**src/rtl/bch_wrapper_encoder_mem.sv**
```systemverilog
// bch_wrapper_encoder_mem: serial systematic BCH parity encoder. It writes the
// parity to memory in the word layout that the decoder memory wrapper reads back.
// Optional build macro BCH_ENC_VERIFY_EN adds a read-back verify pass and the
// O_verify_err output.
module bch_wrapper_encoder_mem #(
  parameter int unsigned              C_DATA_BITS     = 7,
  parameter int unsigned              C_ECC_BITS      = 8,
  parameter logic [C_ECC_BITS-1:0]    C_GEN_POLY      = 8'hD1,
  parameter int unsigned              C_MEM_ADDR_SIZE = 10,
  parameter int unsigned              C_MEM_DATA_SIZE = 8,
  parameter int unsigned              C_MEM_ST_ADDR   = 0
) (
  input  logic                        I_clk,
  input  logic                        I_rst,
  input  logic                        I_start,
  input  logic [C_DATA_BITS-1:0]      I_data,
  input  logic [C_MEM_DATA_SIZE-1:0]  I_mem_data,
  output logic [C_MEM_ADDR_SIZE-1:0]  O_mem_addr,
  output logic [C_MEM_DATA_SIZE-1:0]  O_mem_data,
  output logic                        O_mem_we,
  output logic [C_ECC_BITS-1:0]       O_ecc,
  output logic                        O_busy,
  output logic                        O_done
`ifdef BCH_ENC_VERIFY_EN
  ,
  output logic                        O_verify_err
`endif
);

  // One extra word always, so the write count matches the decoder read count
  localparam int unsigned LP_MEM_WORDS = C_ECC_BITS / C_MEM_DATA_SIZE + 1;
  localparam int unsigned LP_PAD_W     = LP_MEM_WORDS * C_MEM_DATA_SIZE;
  localparam int unsigned LP_CNT_MAX   = (C_DATA_BITS > LP_MEM_WORDS + 1) ?
                                         C_DATA_BITS : LP_MEM_WORDS + 1;
  localparam int unsigned LP_CNT_W     = $clog2(LP_CNT_MAX + 1);

  typedef enum logic [2:0] {
    ST_IDLE,
    ST_SHIFT,
    ST_WRITE,
`ifdef BCH_ENC_VERIFY_EN
    ST_VERIFY,
`endif
    ST_DONE
  } state_t;

  state_t                      state_q, state_d;
  logic [C_ECC_BITS-1:0]       lfsr_q, lfsr_d, lfsr_step;
  logic [C_DATA_BITS-1:0]      shreg_q, shreg_d;
  logic [LP_CNT_W-1:0]         cnt_q, cnt_d, cnt_nx;
  logic [C_ECC_BITS-1:0]       ecc_d;
  logic [C_MEM_ADDR_SIZE-1:0]  addr_d;
  logic [C_MEM_DATA_SIZE-1:0]  data_d;
  logic                        we_d;
  logic                        done_d;
  logic                        fb;
`ifdef BCH_ENC_VERIFY_EN
  logic                        err_q, err_d;
  logic [LP_CNT_W-1:0]         cnt_prev;
`else
  logic                        unused_mem_data;
  assign unused_mem_data = ^I_mem_data;
`endif

  // Word k of the zero-padded parity; word 0 carries the LSBs
  function automatic logic [C_MEM_DATA_SIZE-1:0] ecc_word(
    input logic [C_ECC_BITS-1:0] e,
    input int unsigned           k
  );
    logic [LP_PAD_W-1:0] p;
    p = LP_PAD_W'(e);
    return p[k*C_MEM_DATA_SIZE +: C_MEM_DATA_SIZE];
  endfunction

  // Address of parity word k, wrapping at the address width
  function automatic logic [C_MEM_ADDR_SIZE-1:0] word_addr(input int unsigned k);
    return C_MEM_ADDR_SIZE'(C_MEM_ST_ADDR + k);
  endfunction

  assign cnt_nx = cnt_q + LP_CNT_W'(1);

  // One LFSR division step on the current message MSB
  always_comb begin
    fb        = 1'b0;
    lfsr_step = '0;
    fb        = shreg_q[C_DATA_BITS-1] ^ lfsr_q[C_ECC_BITS-1];
    lfsr_step = (lfsr_q << 1) ^ (fb ? C_GEN_POLY : '0);
  end

  // Next-state and next-output logic
  always_comb begin
    state_d = state_q;
    lfsr_d  = lfsr_q;
    shreg_d = shreg_q;
    cnt_d   = cnt_q;
    ecc_d   = O_ecc;
    addr_d  = O_mem_addr;
    data_d  = O_mem_data;
    we_d    = 1'b0;
    done_d  = 1'b0;
`ifdef BCH_ENC_VERIFY_EN
    err_d    = err_q;
    cnt_prev = '0;
`endif

    case (state_q)
      ST_IDLE: begin
        if (I_start) begin
          shreg_d = I_data;
          lfsr_d  = '0;
          cnt_d   = '0;
          state_d = ST_SHIFT;
`ifdef BCH_ENC_VERIFY_EN
          err_d   = 1'b0;
`endif
        end
      end

      ST_SHIFT: begin
        lfsr_d  = lfsr_step;
        shreg_d = shreg_q << 1;
        if (cnt_q == LP_CNT_W'(C_DATA_BITS - 1)) begin
          ecc_d   = lfsr_step;
          cnt_d   = '0;
          we_d    = 1'b1;
          addr_d  = word_addr(0);
          data_d  = ecc_word(lfsr_step, 0);
          state_d = ST_WRITE;
        end else begin
          cnt_d = cnt_nx;
        end
      end

      ST_WRITE: begin
        if (cnt_q == LP_CNT_W'(LP_MEM_WORDS - 1)) begin
          cnt_d   = '0;
`ifdef BCH_ENC_VERIFY_EN
          addr_d  = word_addr(0);
          state_d = ST_VERIFY;
`else
          done_d  = 1'b1;
          state_d = ST_DONE;
`endif
        end else begin
          cnt_d  = cnt_nx;
          we_d   = 1'b1;
          addr_d = word_addr(32'(cnt_nx));
          data_d = ecc_word(O_ecc, 32'(cnt_nx));
        end
      end

`ifdef BCH_ENC_VERIFY_EN
      // Read data lags its address by one cycle, so compare word cnt-1
      ST_VERIFY: begin
        if (cnt_q != '0) begin
          cnt_prev = cnt_q - LP_CNT_W'(1);
          if (I_mem_data != ecc_word(O_ecc, 32'(cnt_prev))) begin
            err_d = 1'b1;
          end
        end
        if (cnt_q == LP_CNT_W'(LP_MEM_WORDS)) begin
          cnt_d   = '0;
          done_d  = 1'b1;
          state_d = ST_DONE;
        end else begin
          cnt_d = cnt_nx;
          if (cnt_nx < LP_CNT_W'(LP_MEM_WORDS)) begin
            addr_d = word_addr(32'(cnt_nx));
          end
        end
      end
`endif

      ST_DONE: begin
        state_d = ST_IDLE;
      end

      default: begin
        state_d = ST_IDLE;
      end
    endcase
  end

  // State, datapath and registered outputs
  always_ff @(posedge I_clk) begin
    if (I_rst) begin
      state_q    <= ST_IDLE;
      lfsr_q     <= '0;
      shreg_q    <= '0;
      cnt_q      <= '0;
      O_ecc      <= '0;
      O_mem_addr <= '0;
      O_mem_data <= '0;
      O_mem_we   <= 1'b0;
      O_busy     <= 1'b0;
      O_done     <= 1'b0;
`ifdef BCH_ENC_VERIFY_EN
      err_q      <= 1'b0;
`endif
    end else begin
      state_q    <= state_d;
      lfsr_q     <= lfsr_d;
      shreg_q    <= shreg_d;
      cnt_q      <= cnt_d;
      O_ecc      <= ecc_d;
      O_mem_addr <= addr_d;
      O_mem_data <= data_d;
      O_mem_we   <= we_d;
      O_busy     <= (state_d != ST_IDLE);
      O_done     <= done_d;
`ifdef BCH_ENC_VERIFY_EN
      err_q      <= err_d;
`endif
    end
  end

`ifdef BCH_ENC_VERIFY_EN
  assign O_verify_err = err_q;
`endif

endmodule

```
**config.mk**
```make
export PLATFORM = sky130hd
export DESIGN_NAME = bch_wrapper_encoder_mem
export DESIGN_NICKNAME = d
export VERILOG_FILES = /design/src/rtl/bch_wrapper_encoder_mem.sv
export SDC_FILE = /design/constraint.sdc
export NUM_CORES = 1
export LEC_CHECK = 0
export CORE_MARGIN = 4
export CORE_UTILIZATION = 45
export CTS_CLUSTER_SIZE = 28
export DETAILED_ROUTE_END_ITERATION = 10
export HOLD_SLACK_MARGIN = 0.05
export PLACE_DENSITY_LB_ADDON = 0.15
export SYNTH_ARGS = -nofsm -noshare
export SYNTH_HDL_FRONTEND = slang
export SYNTH_SLANG_ARGS = --single-unit
```
**constraint.sdc**
```tcl
create_clock -name I_clk -period 2 [get_ports I_clk]
set_clock_uncertainty 0.2 [all_clocks]
set_input_delay 0.2 -clock I_clk [delete_from_list [all_inputs] [get_ports I_clk]]
set_output_delay 0.2 -clock I_clk [all_outputs]
set_load 0.005 [all_outputs]
```
==> metrics <==
Pwr Density 629 nW/um^2; Inserted Clock Buffers 5; Combinational Power Share 8.7%; WHS 0.272 ns; portion of netlist area occupied by mux cells under 10%; Synth cell types 41; status complete, no violations; main combinational cell family by area after synthesis simple AND/OR/NAND/NOR gates; Routability Congestion 0.863; post-layout net count 275; synth cell count leaders 43 x dfxtp_1, 30 x nor2_1, 18 x nand2_1; clk_lat worst skew 0.29 ns; sequential-to-total area share from yosys stat 46.1%; Die H 72.4 um; max-slew violation count 0; ant diodes 0; IO buf count 31; Worst setup EP type flip-flop; crit path DAT 1.91 ns; top routing layer in use met4; CTS Root Cell clkbuf_8; Setup crit start kind flip-flop; Post-Synth Simple-Gate Area 20.1%; num ports 47; die width 72.4 um; DRT iter0 DRCs 134; met2 wire length 1.88 mm; post-synth top area share 46.1%; DR DRC count 0; Slew HR around half; Clk pin slew, worst setup/hold paths 0.07 ns; internal cell power 1.17 mW; Synth Flop Type dfxtp_1; mean post-synth cell area 8.97 um^2; final period utilization 97.0%; DR vias/cell 5.21; HPWL after detailed placement 3.01 mm; setup TNS 0 ns; CTS Buffer Depth 2; first-pass GRT wire length 6.66 mm; Post-synth EDFFs 0; initial antenna violation count 0; worst-path fanout max 8; CP Class reg -> reg; P_leak 0.903 nW; unrepaired setup endpoints after global routing false; WL met3 206 um; htree depth 2; worst slew pin tran approximately 0.74 ns; total power 1.52 mW; ANT nets after route 0; Final setup viols 0; core area 4000 um^2; post-synthesis adder-cell area fraction under 10%; total track usage 16.2%; switching part of the total power 23.2%; Clock Sinks 43; Ys Warns 0; WL/cell approximately 14 um; layout cells sized above 1 13.4%; Pre-Repair DR Iteration Count 4; GRT overflow 0; Metal-1 WL approximately 2.1 mm; Routed WL 4.20 mm; min Tclk post-route 1.94 ns; Syn-to-layout area delta 29.5%; fmax about 520 MHz; xor and xnor area share after synthesis approximately 2.3%; max-cap viol count 0; count leader, synth dfxtp_1; Core Rows 23; sw power around 0.35 mW; Syn Inst Count 208; via count about 1600; Min-Delay Path Class reg -> reg; Post-Syn Area 1870 um^2; Synth Area in Compound Gates 18.3%; vias in the first global route 1429; Initial Util 46.6%; Yosys reg bits 43; clock share of power 33.2%; Synth area leaders dfxtp_1 46%, nor2_1 6.0%, a221oi_1 4.2%; Reg power frac ~58%; largest net degree at the start of global routing 16; VDD IR-drop max 0.000388 V; post-synth top area cell dfxtp_1; die area 5240 um^2; CTS tree done; CP required 1.97 ns; asr flop ratio synth 0%; Hold Vio Cnt, Final 0
==> metal layers <==
layer / track usage [%] / vias up
met5: 0 / -
met4: 6.56 / 0
met3: 4.43 / 7
met2: 24.8 / 42
met1: 21.7 / 724
li1: - / 806
==> power groups by stage <==
stage	clock network, mW	registers (mW)	logic (mW)
2_1_floorplan	0	0.899	0.0900
6_report	0.505	0.883	0.132
3_3_place_gp	0	0.903	0.130
5_1_grt	0.552	0.885	0.146
4_1_cts	0.514	0.883	0.131
3_5_place_dp	0	0.903	0.131
==> worst max-delay path: stages (launching register included) <==
cell and delay, ns:
dfxtp_1 0.39, or3b_1 0.45, a2bb2oi_1 0.18, buf_4 0.19
a221oi_1 0.32, nor3_1 0.09
==> placed cells by master, fill, tap and decap left out, types with 2 or more instances in the layout <==
cell type	synthesis	final
a2bb2oi_1	3	3
nand2b_1	3	3
nand2_1	18	18
nor2b_1	2	2
ha_1	3	3
clkbuf_8	0	5
inv_1	6	6
dfxtp_1	43	42
xnor2_1	4	4
buf_4	7	19
nor3_1	12	12
a22oi_1	8	8
a211oi_1	7	7
conb_1	1	8
a21oi_1	11	11
clkdlybuf4s50_1	0	31
nor2_1	30	30
a221oi_1	9	8
mux2i_1	7	7
nor3b_1	2	2
==> registers in the layout, indices dropped and copies added (netlist names) <==
register,flops
lfsr_q,8
cnt_q,3
O_mem_we,1
state_q,3
O_ecc,8
shreg_q,7
O_busy,1
O_mem_addr,3
O_mem_data,8
O_done,1
==> stage by stage <==
| step | setup WS, ns | area [um^2] | util [%] | instances |
|---|---|---|---|---|
| floorplan | 0.195 | 1890 | - | 215 |
| global placement | 0.108 | 2300 | 57.6 | 296 |
| detailed placement | 0.0765 | 2300 | 57.6 | 296 |
| CTS | 0.100 | 2380 | 59.4 | 302 |
| global route | 0.000518 | 2420 | 60.4 | 303 |
| finish | 0.0604 | 2420 | 60.4 | 303 |
==> cell type report <==
type / instances / area [um^2]
inverters: 6 / 22.5
repair buffers: 51 / 473
fillers: 383 / 1580
multi-input cells: 147 / 923
well taps: 50 / 62.6
flip-flops and latches: 43 / 862
clock buffers: 6 / 72.6
==> cell families after synthesis <==
| group | after synthesis |
|---|---|
| other | 1 |
| DFF | 43 |
| and+or+nand+nor | 78 |
| buffers and inverters | 25 |
| muxes | 7 |
| AOI/OAI and AO/OA | 46 |
| xor gates and xnor gates | 5 |
| adders and majority gates | 3 |
==> final timing paths <==
path,slack [ns],endpoint,cells past startpoint,startpoint
max reg2reg,0.06,O_mem_data[1],5,state_q[2]
min reg2reg,0.27,O_ecc[5],2,O_ecc[5]
min,0.27,O_ecc[5],2,O_ecc[5]
max,0.06,O_mem_data[1],5,state_q[2]
==> timing repair <==
action	4_1_cts	5_1_grt
hold buffers	0	0
resized for setup	0	4
endpoints found under the setup margin	0	5
setup buffers	0	1
endpoints found under the hold margin	0	0
Power figures use the tool's default switching activity.
